==> src/rtl/rapcore_pinmux_if.sv <==
// Wishbone slave bus carrying configuration accesses into the rapcore pad multiplexer.
interface rapcore_pinmux_if;
    logic        wbs_stb_i;
    logic        wbs_cyc_i;
    logic        wbs_we_i;
    logic [3:0]  wbs_sel_i;
    logic [31:0] wbs_adr_i;
    logic [31:0] wbs_dat_i;
    logic        wbs_ack_o;
    logic [31:0] wbs_dat_o;

    modport master (
        output wbs_stb_i, wbs_cyc_i, wbs_we_i, wbs_sel_i, wbs_adr_i, wbs_dat_i,
        input  wbs_ack_o, wbs_dat_o
    );

    modport slave (
        input  wbs_stb_i, wbs_cyc_i, wbs_we_i, wbs_sel_i, wbs_adr_i, wbs_dat_i,
        output wbs_ack_o, wbs_dat_o
    );
endinterface

==> src/rtl/rapcore_pinmux.sv <==
// Runtime-programmable pad multiplexer: double-buffered pad/input routing written over
// Wishbone, applied atomically on commit, with input synchronisers and per-pad inversion.
module rapcore_pinmux #(
    parameter int NUM_PADS = 38,
    parameter int NUM_OUT  = 16,
    parameter int NUM_IN   = 8,
    parameter int SEL_W    = 6
) (
    input  logic                CLK,
    input  logic                resetn,
    rapcore_pinmux_if.slave     wb,
    input  logic [NUM_OUT-1:0]  core_out,
    output logic [NUM_IN-1:0]   core_in,
    input  logic [NUM_PADS-1:0] io_in,
    output logic [NUM_PADS-1:0] io_out,
    output logic [NUM_PADS-1:0] io_oeb
);
    localparam logic [9:0] CTRL_W   = 10'h000;
    localparam logic [9:0] STATUS_W = 10'h001;
    localparam logic [9:0] PAD_BASE = 10'h040;
    localparam logic [9:0] IN_BASE  = 10'h080;

    logic                            req_s, accept_s, wr_s, shadow_wr_s;
    logic [9:0]                      word_s, pad_off_s, in_off_s;
    logic [NUM_PADS-1:0]             pad_hit_s, drive_s, pad_src_s;
    logic [NUM_IN-1:0]               in_hit_s, in_src_s;
    logic [31:0]                     rdata_s;
    logic                            enable_d, commit_d, pending_d;
    logic [NUM_PADS-1:0][SEL_W-1:0]  sh_osel_d;
    logic [NUM_PADS-1:0]             sh_out_d, sh_inv_d;
    logic [NUM_IN-1:0][SEL_W-1:0]    sh_insel_d;

    logic                            ack_q, busy_q, enable_q, commit_q, pending_q;
    logic [31:0]                     dat_q;
    logic [NUM_PADS-1:0][SEL_W-1:0]  sh_osel_q, act_osel_q;
    logic [NUM_PADS-1:0]             sh_out_q, sh_inv_q, act_out_q, act_inv_q;
    logic [NUM_IN-1:0][SEL_W-1:0]    sh_insel_q, act_insel_q;
    logic [NUM_PADS-1:0]             sync1_q, sync2_q, io_out_q, io_oeb_q;
    logic [NUM_IN-1:0]               core_in_q;

    logic unused_s;
    assign unused_s = ^{wb.wbs_adr_i[31:12], wb.wbs_adr_i[1:0], wb.wbs_dat_i[31:10],
                        wb.wbs_dat_i[7:SEL_W], wb.wbs_sel_i[3:2]};

    // Out-of-range offsets wrap to large values, so a plain equality compare rejects them.
    assign word_s    = wb.wbs_adr_i[11:2];
    assign pad_off_s = word_s - PAD_BASE;
    assign in_off_s  = word_s - IN_BASE;

    // Address decode and shadow read-back mux.
    always_comb begin
        rdata_s = (word_s == CTRL_W)   ? {30'd0, enable_q, 1'b0} :
                  (word_s == STATUS_W) ? {31'd0, pending_q} : 32'd0;
        for (int p = 0; p < NUM_PADS; p++) begin
            pad_hit_s[p] = (pad_off_s == 10'(p));
            rdata_s = rdata_s | (pad_hit_s[p] ?
                      ({22'd0, sh_inv_q[p], sh_out_q[p], 8'd0} | 32'(sh_osel_q[p])) : 32'd0);
        end
        for (int i = 0; i < NUM_IN; i++) begin
            in_hit_s[i] = (in_off_s == 10'(i));
            rdata_s = rdata_s | (in_hit_s[i] ? 32'(sh_insel_q[i]) : 32'd0);
        end
    end

    // Handshake qualification and byte-lane-masked shadow/control next state.
    always_comb begin
        req_s       = wb.wbs_stb_i & wb.wbs_cyc_i;
        accept_s    = req_s & ~busy_q;
        wr_s        = accept_s & wb.wbs_we_i;
        shadow_wr_s = wr_s & ((|pad_hit_s) | (|in_hit_s));
        enable_d    = (wr_s && word_s == CTRL_W && wb.wbs_sel_i[0]) ? wb.wbs_dat_i[1] : enable_q;
        commit_d    = wr_s && word_s == CTRL_W && wb.wbs_sel_i[0] && wb.wbs_dat_i[0];
        // A fresh shadow write re-raises PENDING even if a commit lands in the same cycle.
        pending_d   = shadow_wr_s ? 1'b1 : (commit_q ? 1'b0 : pending_q);
        for (int p = 0; p < NUM_PADS; p++) begin
            sh_osel_d[p] = (wr_s && pad_hit_s[p] && wb.wbs_sel_i[0]) ? wb.wbs_dat_i[SEL_W-1:0] : sh_osel_q[p];
            sh_out_d[p]  = (wr_s && pad_hit_s[p] && wb.wbs_sel_i[1]) ? wb.wbs_dat_i[8] : sh_out_q[p];
            sh_inv_d[p]  = (wr_s && pad_hit_s[p] && wb.wbs_sel_i[1]) ? wb.wbs_dat_i[9] : sh_inv_q[p];
        end
        for (int i = 0; i < NUM_IN; i++) begin
            sh_insel_d[i] = (wr_s && in_hit_s[i] && wb.wbs_sel_i[0]) ? wb.wbs_dat_i[SEL_W-1:0] : sh_insel_q[i];
        end
    end

    // Bus response, control, shadow and active configuration registers.
    always_ff @(posedge CLK or negedge resetn) begin
        if (!resetn) begin
            ack_q       <= 1'b0;
            busy_q      <= 1'b0;
            dat_q       <= 32'd0;
            enable_q    <= 1'b0;
            commit_q    <= 1'b0;
            pending_q   <= 1'b0;
            sh_osel_q   <= '0;
            sh_out_q    <= '0;
            sh_inv_q    <= '0;
            sh_insel_q  <= '0;
            act_osel_q  <= '0;
            act_out_q   <= '0;
            act_inv_q   <= '0;
            act_insel_q <= '0;
        end else begin
            ack_q      <= accept_s;
            busy_q     <= req_s;
            dat_q      <= (accept_s && !wb.wbs_we_i) ? rdata_s : 32'd0;
            enable_q   <= enable_d;
            commit_q   <= commit_d;
            pending_q  <= pending_d;
            sh_osel_q  <= sh_osel_d;
            sh_out_q   <= sh_out_d;
            sh_inv_q   <= sh_inv_d;
            sh_insel_q <= sh_insel_d;
            if (commit_q) begin
                act_osel_q  <= sh_osel_q;
                act_out_q   <= sh_out_q;
                act_inv_q   <= sh_inv_q;
                act_insel_q <= sh_insel_q;
            end
        end
    end

    // Routing muxes; unmatched selects (out of range) leave the source at 0.
    always_comb begin
        pad_src_s = '0;
        in_src_s  = '0;
        for (int p = 0; p < NUM_PADS; p++) begin
            drive_s[p] = enable_q & act_out_q[p];
            for (int k = 0; k < NUM_OUT; k++) begin
                pad_src_s[p] = pad_src_s[p] | ((act_osel_q[p] == SEL_W'(k)) & core_out[k]);
            end
        end
        for (int i = 0; i < NUM_IN; i++) begin
            for (int p = 0; p < NUM_PADS; p++) begin
                in_src_s[i] = in_src_s[i] | ((act_insel_q[i] == SEL_W'(p)) & (sync2_q[p] ^ act_inv_q[p]));
            end
        end
    end

    // Input synchronisers and registered pad/core outputs.
    always_ff @(posedge CLK or negedge resetn) begin
        if (!resetn) begin
            sync1_q   <= '0;
            sync2_q   <= '0;
            io_out_q  <= '0;
            io_oeb_q  <= '1;
            core_in_q <= '0;
        end else begin
            sync1_q   <= io_in;
            sync2_q   <= sync1_q;
            io_out_q  <= drive_s & (pad_src_s ^ act_inv_q);
            io_oeb_q  <= ~drive_s;
            core_in_q <= in_src_s;
        end
    end

    assign wb.wbs_ack_o = ack_q;
    assign wb.wbs_dat_o = dat_q;
    assign io_out       = io_out_q;
    assign io_oeb       = io_oeb_q;
    assign core_in      = core_in_q;
endmodule

==> src/flat_wrapper.sv <==
// flat-port wrapper written by rule: the top's interface ports become plain ports
module rapcore_pinmux_flat 
#(
    parameter int NUM_PADS = 38,
    parameter int NUM_OUT  = 16,
    parameter int NUM_IN   = 8,
    parameter int SEL_W    = 6
)
  (CLK, resetn, core_out, core_in, io_in, io_out, io_oeb, wb_wbs_stb_i, wb_wbs_cyc_i, wb_wbs_we_i, wb_wbs_sel_i, wb_wbs_adr_i, wb_wbs_dat_i, wb_wbs_ack_o, wb_wbs_dat_o);
  rapcore_pinmux_if wb_i ();
  input  logic CLK;
  input  logic resetn;
  input  logic [NUM_OUT-1:0] core_out;
  output logic [NUM_IN-1:0] core_in;
  input  logic [NUM_PADS-1:0] io_in;
  output logic [NUM_PADS-1:0] io_out;
  output logic [NUM_PADS-1:0] io_oeb;
  input wire logic [$bits(wb_i.wbs_stb_i)-1:0] wb_wbs_stb_i;
  input wire logic [$bits(wb_i.wbs_cyc_i)-1:0] wb_wbs_cyc_i;
  input wire logic [$bits(wb_i.wbs_we_i)-1:0] wb_wbs_we_i;
  input wire logic [$bits(wb_i.wbs_sel_i)-1:0] wb_wbs_sel_i;
  input wire logic [$bits(wb_i.wbs_adr_i)-1:0] wb_wbs_adr_i;
  input wire logic [$bits(wb_i.wbs_dat_i)-1:0] wb_wbs_dat_i;
  output wire logic [$bits(wb_i.wbs_ack_o)-1:0] wb_wbs_ack_o;
  output wire logic [$bits(wb_i.wbs_dat_o)-1:0] wb_wbs_dat_o;
  assign wb_i.wbs_stb_i = wb_wbs_stb_i;
  assign wb_i.wbs_cyc_i = wb_wbs_cyc_i;
  assign wb_i.wbs_we_i = wb_wbs_we_i;
  assign wb_i.wbs_sel_i = wb_wbs_sel_i;
  assign wb_i.wbs_adr_i = wb_wbs_adr_i;
  assign wb_i.wbs_dat_i = wb_wbs_dat_i;
  assign wb_wbs_ack_o = wb_i.wbs_ack_o;
  assign wb_wbs_dat_o = wb_i.wbs_dat_o;
  rapcore_pinmux #(.NUM_PADS(NUM_PADS), .NUM_OUT(NUM_OUT), .NUM_IN(NUM_IN), .SEL_W(SEL_W)) u_core (.CLK(CLK), .resetn(resetn), .wb(wb_i), .core_out(core_out), .core_in(core_in), .io_in(io_in), .io_out(io_out), .io_oeb(io_oeb));
endmodule
==> config.mk <==
export PLATFORM = sky130hd
export DESIGN_NAME = rapcore_pinmux_flat
export DESIGN_NICKNAME = d
export VERILOG_FILES = /design/src/rtl/rapcore_pinmux_if.sv /design/src/rtl/rapcore_pinmux.sv /design/src/flat_wrapper.sv
export SDC_FILE = /design/constraint.sdc
export NUM_CORES = 2
export LEC_CHECK = 0
export BUFFER_PORTS_ARGS = -buffer_cell sky130_fd_sc_hd__buf_2
export CORE_ASPECT_RATIO = 1.75
export CORE_MARGIN = 4
export CORE_UTILIZATION = 55
export CTS_CLUSTER_DIAMETER = 120
export CTS_CLUSTER_SIZE = 25
export DETAILED_ROUTE_END_ITERATION = 6
export PLACE_DENSITY_LB_ADDON = 0.15
export SETUP_SLACK_MARGIN = 0.05
export SLEW_MARGIN = 20
export SYNTH_ARGS = -nofsm -noshare
export SYNTH_HDL_FRONTEND = slang
export SYNTH_SLANG_ARGS = --single-unit
==> constraint.sdc <==
create_clock -name CLK -period 2.1 [get_ports CLK]
set_clock_uncertainty 0.05 [all_clocks]
set_input_delay 0.105 -clock CLK [delete_from_list [all_inputs] [get_ports CLK]]
set_output_delay 0.105 -clock CLK [all_outputs]
set_load 0.03 [all_outputs]
======== Word-level counts from Yosys, hierarchy flattened ========
Cells that the tools add are included.
W data, S select, Z words.
operators by class
  $add $sub $neg .......................... 2
  equal/unequal tests ..................... 911
  mux-type cells .......................... 51
  bitwise operators ....................... 1947
  reduce and logical (&&, ||, !) cells .... 187
operators with widths
  cell                   number
  $eq A6 B4 Y1 const B   368
  $or A32 B32 Y32        46
  $mux W32               40
  $eq A6 B3 Y1 const B   184
  $and A1 B1 Y1          954
  $or A1 B1 Y1           867
  $eq A6 B5 Y1 const B   128
  $eq A6 B2 Y1 const B   92
  $or A10 B6 Y10         38
  $eq A6 B6 Y1 const B   48
  $eq A6 B1 Y1 const B   46
  $logic_not A6 Y1       46
  $eq A10 B5 Y1 const B  16
  $logic_and A1 B1 Y1    134
  $eq A10 B3 Y1 const B  8
  $eq A10 B4 Y1 const B  8
  $eq A10 B6 Y1 const B  6
  $mux W6                8
  $eq A10 B2 Y1 const B  4
  $and A38 B38 Y38       1
  $not A38 Y38           1
  $reduce_or A38 Y1      1
  $xor A1 B1 Y1          38
  $xor A38 B38 Y38       1
  other kinds (9)        15
word-level totals
  flip-flop bits (word level) ............. 901
  word-level logic and storage cells ...... 3279

======== Logic depth before layout (Yosys ltp) ========
  depth after elaboration ................. 50
  depth in mapped cells ................... 14
  depth with buffers taken out ............ 9

======== Worst setup path before layout ========
No wires, ideal clock.
  path type ............................... input to register
  start ................................... in wb_wbs_adr_i[9]
  end ..................................... reg u_core.dat_q[9], in the netlist u_core.wb.wbs_dat_o[9]
  arrival time ............................ 2.343 ns
  setup slack ............................. -0.417 ns
  stages .................................. 12
  buffers on the path ..................... 3
  cell sequence ........................... buf_2 > inv_1 > ha_1 > or3b_1 > buf_2 > o211ai_4 > buf_8 > nor2_4 > a32oi_1 > nand3_1 > a221o_1 > o31a_1
on the way
  cells in the longest elaborated chain, start to end .. 50
RTL lines
  what                               line                   text
  start, declared                    flat_wrapper.sv:22     input wire logic [$bits(wb_i.wbs_adr_i)-1:0] wb_wbs_adr_i;
  $sub A10 B7 Y10 (*)                rapcore_pinmux.sv:47   assign pad_off_s = word_s - PAD_BASE;
  $logic_not A10 Y1                  rapcore_pinmux.sv:55   pad_hit_s[p] = (pad_off_s == 10'(p));
  $mux W32                           rapcore_pinmux.sv:56   rdata_s = rdata_s | (pad_hit_s[p] ?
  $or A32 B32 Y32 (37 in series)     rapcore_pinmux.sv:56
  $or A32 B32 Y32 (*)                rapcore_pinmux.sv:56
  $or A32 B32 Y32 (*) (8 in series)  rapcore_pinmux.sv:61   rdata_s = rdata_s | (in_hit_s[i] ? 32'(sh_insel_q[i]) : 32'd0);
  $mux W32 (*)                       rapcore_pinmux.sv:105  dat_q <= (accept_s && !wb.wbs_we_i) ? rdata_s : 32'd0;
  end signal, assigned               rapcore_pinmux.sv:105
  end, declared                      rapcore_pinmux.sv:34   logic [31:0] dat_q;
Mark *: on every way between the ends. The rest lies on a longest branch, timed or not.
A chain may end at the register's enable or synchronous reset.

======== Worst setup path in the final report ========
  start ................................... reg u_core.sync2_q[4]
  end ..................................... reg u_core.core_in_q[4], in the netlist u_core.core_in[4]
on the way
  cells in the longest elaborated chain, start to end .. 36
RTL lines
  what                          line                   text
  start, declared               rapcore_pinmux.sv:38   logic [NUM_PADS-1:0] sync1_q, sync2_q, io_out_q, io_oeb_q;
  start signal, assigned        rapcore_pinmux.sv:149  sync2_q <= sync1_q;
  $xor A1 B1 Y1                 rapcore_pinmux.sv:134  in_src_s[i] = in_src_s[i] | ((act_insel_q[i] == SEL_W'(p)) & (sync2_q[p] ^ act_inv_q[p]));
  $and A1 B1 Y1                 rapcore_pinmux.sv:134
  $or A1 B1 Y1 (34 in series)   rapcore_pinmux.sv:134
  named net u_core.in_src_s[4]  rapcore_pinmux.sv:26   logic [NUM_IN-1:0] in_hit_s, in_src_s;
  end signal, assigned          rapcore_pinmux.sv:152  core_in_q <= in_src_s;
  end, declared                 rapcore_pinmux.sv:39   logic [NUM_IN-1:0] core_in_q;
The timed path passes the listed nets, and every way through them passes these cells.

==> summary.md <==
| Metric | Value |
|---|---|
| Status | `complete, but fails checks` |
| Failing checks | `setup timing` |
| I/O Buffers | `between 150 and 200` |
| Core Area | `79700 µm²` |
| Vias in the first global route | `38513` |
| Async S/R FF share, synth | `1.00` |
| Final GP Congestion | `1.08` |
| Period Utilization, post-route | `1.14` |
| CP max stage delay | `a little under 500 ps` |
| Post-Synthesis Cell Area | `between 40000 and 50000 µm²` |
| Root Buffer Master | `clkbuf_16` |
| Synth area leader | `dfrtp_1` |
| # IOs | `between 200 and 250` |
| Psw | `7.63 mW` |
| CP Data Arrival Time | `around 2800 ps` |
| Reg2reg setup slack | `-290 ps` |
| Final core utilization | `0.697` |
| Global route overflow | `0` |
| Leakage power | `roughly 25 nW` |
| Largest family of logic cells by synthesized area | `multiplexers` |
| Post-Synth XOR/XNOR Area | `0.0167` |
| HPWL after DPL | `around 150000 µm` |
| Crit. End Element | `flip-flop` |
| Max Slew Vio Count | `0` |
| Drt first pass iters | `6` |
| Bufs on Longest Clock Path | `3` |
| Setup Crit Path Kind | `reg -> reg` |
| CTS tree | `done` |
| Max_cap viols | `0` |
| Fin. Hold Viols | `0` |
| Dpl cells | `~5300` |
| Clk sink count | `slightly below 900` |
| Area growth syn-to-layout | `25.9%` |
| Fmax | `roughly 420 MHz` |
| First-pass GRT wire length | `274000 µm` |
| Cell with the largest stage delay on the worst path | `dfrtp_2` |
| Synthesized-area fraction occupied by adder cells | `0.000567` |
| Setup_tns | `-1390 ps` |
| Die W | `~220 µm` |
| P per Cell Area | `between 500 and 600 nW/µm²` |
| Drt first-iter violations | `3976` |
| Switch share | `0.258` |
| Initial Util | `0.554` |
| Tmin final | `around 2400 ps` |
| Endpoint, Worst Hold | `u_core.sh_osel_q[74]` |
| Area share of and/or/nand/nor cells after synthesis | `0.0886` |
| Post-synthesis cell type count | `roughly 90` |
| Worst-Skew Late Latency | `620 ps` |
| Share of layout cells above drive strength 1 | `0.499` |
| Worst r2r src | `u_core.sync2_q[4]` |
| Setup-failing EPs final | `18` |
| Nets@finish | `between 4000 and 5000` |
| Critical path, cell by cell | `xnor2_2 > nor4_1 > a311o_1 > a311oi_4 > buf_4 > a41oi_2 > o31a_1` |
| Slew @ Worst Pin | `871 ps` |
| Clk pwr share | `0.314` |
| Antenna viol nets, final | `0` |
| CP startpoint kind | `flip-flop` |
| Most frequent cells in the layout | `dfrtp_1 (786), mux2_2 (700), buf_4 (698), nand2_1 (300), buf_2 (170)` |
| Register-to-Register Path Depth | `7` |
| Routed WL | `approximately 190000 µm` |
| Synth area leaders | `dfrtp_1 (48%), mux2_2 (18%), mux4_2 (6.6%)` |
| Synth warn | `0` |
| VDD IR-drop max | `~0.82 mV` |
| # rows | `~140` |
| Hold WC Path Type | `in -> reg` |
| Flop and latch count out of synthesis | `877` |
| Avg WL per Cell | `between 30 and 40 µm` |
| Post-synthesis compound-gate area fraction | `0.0924` |
| Vias per cell | `around 6.7` |
| CP Depth | `7` |
| DR vias | `about 37000` |
| Reg clk slew, reported paths | `approximately 110 ps` |
| Drc violations | `0` |
| Initial antenna violation count | `5` |
| RSZ-0062 raised after global routing | `true` |
| Seq pwr share | `0.577` |
| Die Y | `roughly 380 µm` |
| Post-synth top flop | `dfrtp_1` |
| Post-synth top area share | `0.476` |
| Final worst setup slack | `-286 ps` |
| Slew HR | `0.420` |
| Worst Path Buf+Inv | `1` |
| Die area | `roughly 85000 µm²` |
| Hold Path Cell Cnt | `3` |
| Register area share after synthesis | `0.498` |
| Gate Count Post-Synth | `approximately 3600` |
| Fin Hold WS | `slightly above 40 ps` |
| Syn Area/Cell | `between 10 and 15 µm²` |
| Multiplexer share of the synthesized area | `0.271` |
| Commonest non-fill, non-tap cell in the layout | `dfrtp_1` |
| Largest net degree at the start of global routing | `between 90 and 100` |
| Number of synthesized flops with an enable pin | `0` |
| Combinational power share | `0.109` |
| Max FO, Critical Path | `2` |
| H-tree depth | `2` |
| Worst R2R End | `u_core.core_in[4]` |
| Worst EP required | `between 2000 and 3000 ps` |
| Final std cells w/o fill | `5486` |
| CP top delay family | `compound AO/OA/AOI/OAI gates` |
| Total CTS buffers | `slightly above 40` |
| Gr usage total | `0.446` |
| Power Internal | `21.9 mW` |
| Hold Path Origin | `wb_wbs_dat_i[2]` |
-- tightest hold or removal path, cell delays in order --
cell,delay [ps]
buf_2,100
buf_12,250
mux2_4,210
-- synth_stat cells (58+ instances only) --
cell type / count
nor2_1: 152
mux2_2: 708
a22oi_1: 75
a31oi_1: 68
nand2_1: 321
mux2i_1: 108
nor3_1: 58
o21ai_0: 159
clkbuf_1: 235
dfrtp_1: 839
a21oi_1: 74
mux4_2: 129
-- worst max-delay path by stage --
stage / startpoint / end / slack (ps)
2_1_floorplan: wb_wbs_adr_i[9] / u_core.wb.wbs_dat_o[1] / -140
3_3_place_gp: wb_wbs_adr_i[10] / u_core.wb.wbs_dat_o[4] / -750
3_5_place_dp: wb_wbs_adr_i[10] / u_core.wb.wbs_dat_o[4] / -720
4_1_cts: u_core.act_inv_q[1] / u_core.core_in[4] / -220
5_1_grt: u_core.sync2_q[9] / u_core.core_in[4] / -290
6_report: u_core.sync2_q[4] / u_core.core_in[4] / -290
-- final cells by class --
class                           instances  area, µm²
Fill cell                            5524      24200
Inverter                               22       90.1
Clock inverter                          1       30.0
Tap cell                             1042       1300
Clock buffer                           66       1120
Timing Repair Buffer                 1029       8540
Multi-Input combinational cell       2445      22400
Sequential cell                       877      22100
Antenna cell                            4       10.0
-- power by group through the flow --
stage          clock network [mW]  logic, mW  registers [mW]
2_1_floorplan                   0       1.03            17.4
3_3_place_gp                    0       2.86            17.4
3_5_place_dp                    0       2.91            17.4
4_1_cts                      9.34       3.08            17.1
5_1_grt                      9.90       3.31            17.1
6_report                     9.29       3.22            17.1
-- repair_timing --
item,4_1_cts,5_1_grt
endpoints found under the hold margin,704,0
gates resized for setup,217,177
setup buffers,22,16
pin swaps,51,70
hold buffers,45,0
setup endpoints to repair,174,165
-- cells by family after synthesis --
logic type / Yosys count
other: 1
AO/OA/AOI/OAI: 606
XOR/XNOR: 84
AND/OR/NAND/NOR: 784
multiplexers: 945
adder cells (fa/ha/maj): 2
flip-flops: 877
buffers and inverters: 341
-- state kept, by name (all words and copies together), names as in the netlist, 48 cells and up --
name / flops
u_core.act_osel_q: 228
u_core.act_insel_q: 48
u_core.sh_osel_q: 228
u_core.sh_insel_q: 48
-- metal layers --
layer	GRT usage	up-vias	wire length, µm
met5	0	-	13
met4	0.395	2	23800
met3	0.0722	966	14000
met2	0.739	2416	91700
met1	0.495	18627	62700
li1	-	14922	-
-- stage by stage --
step | cell area [µm²] | worst slack, ps | power (mW)
finish | 55500 | -286 | 29.6
global placement | 52100 | -753 | 20.3
global route | 55500 | -286 | 30.3
CTS | 54800 | -217 | 29.5
floorplan | 44500 | -141 | 18.4
detailed placement | 52100 | -723 | 20.3
No activity file was read; power rests on OpenSTA's default activity.
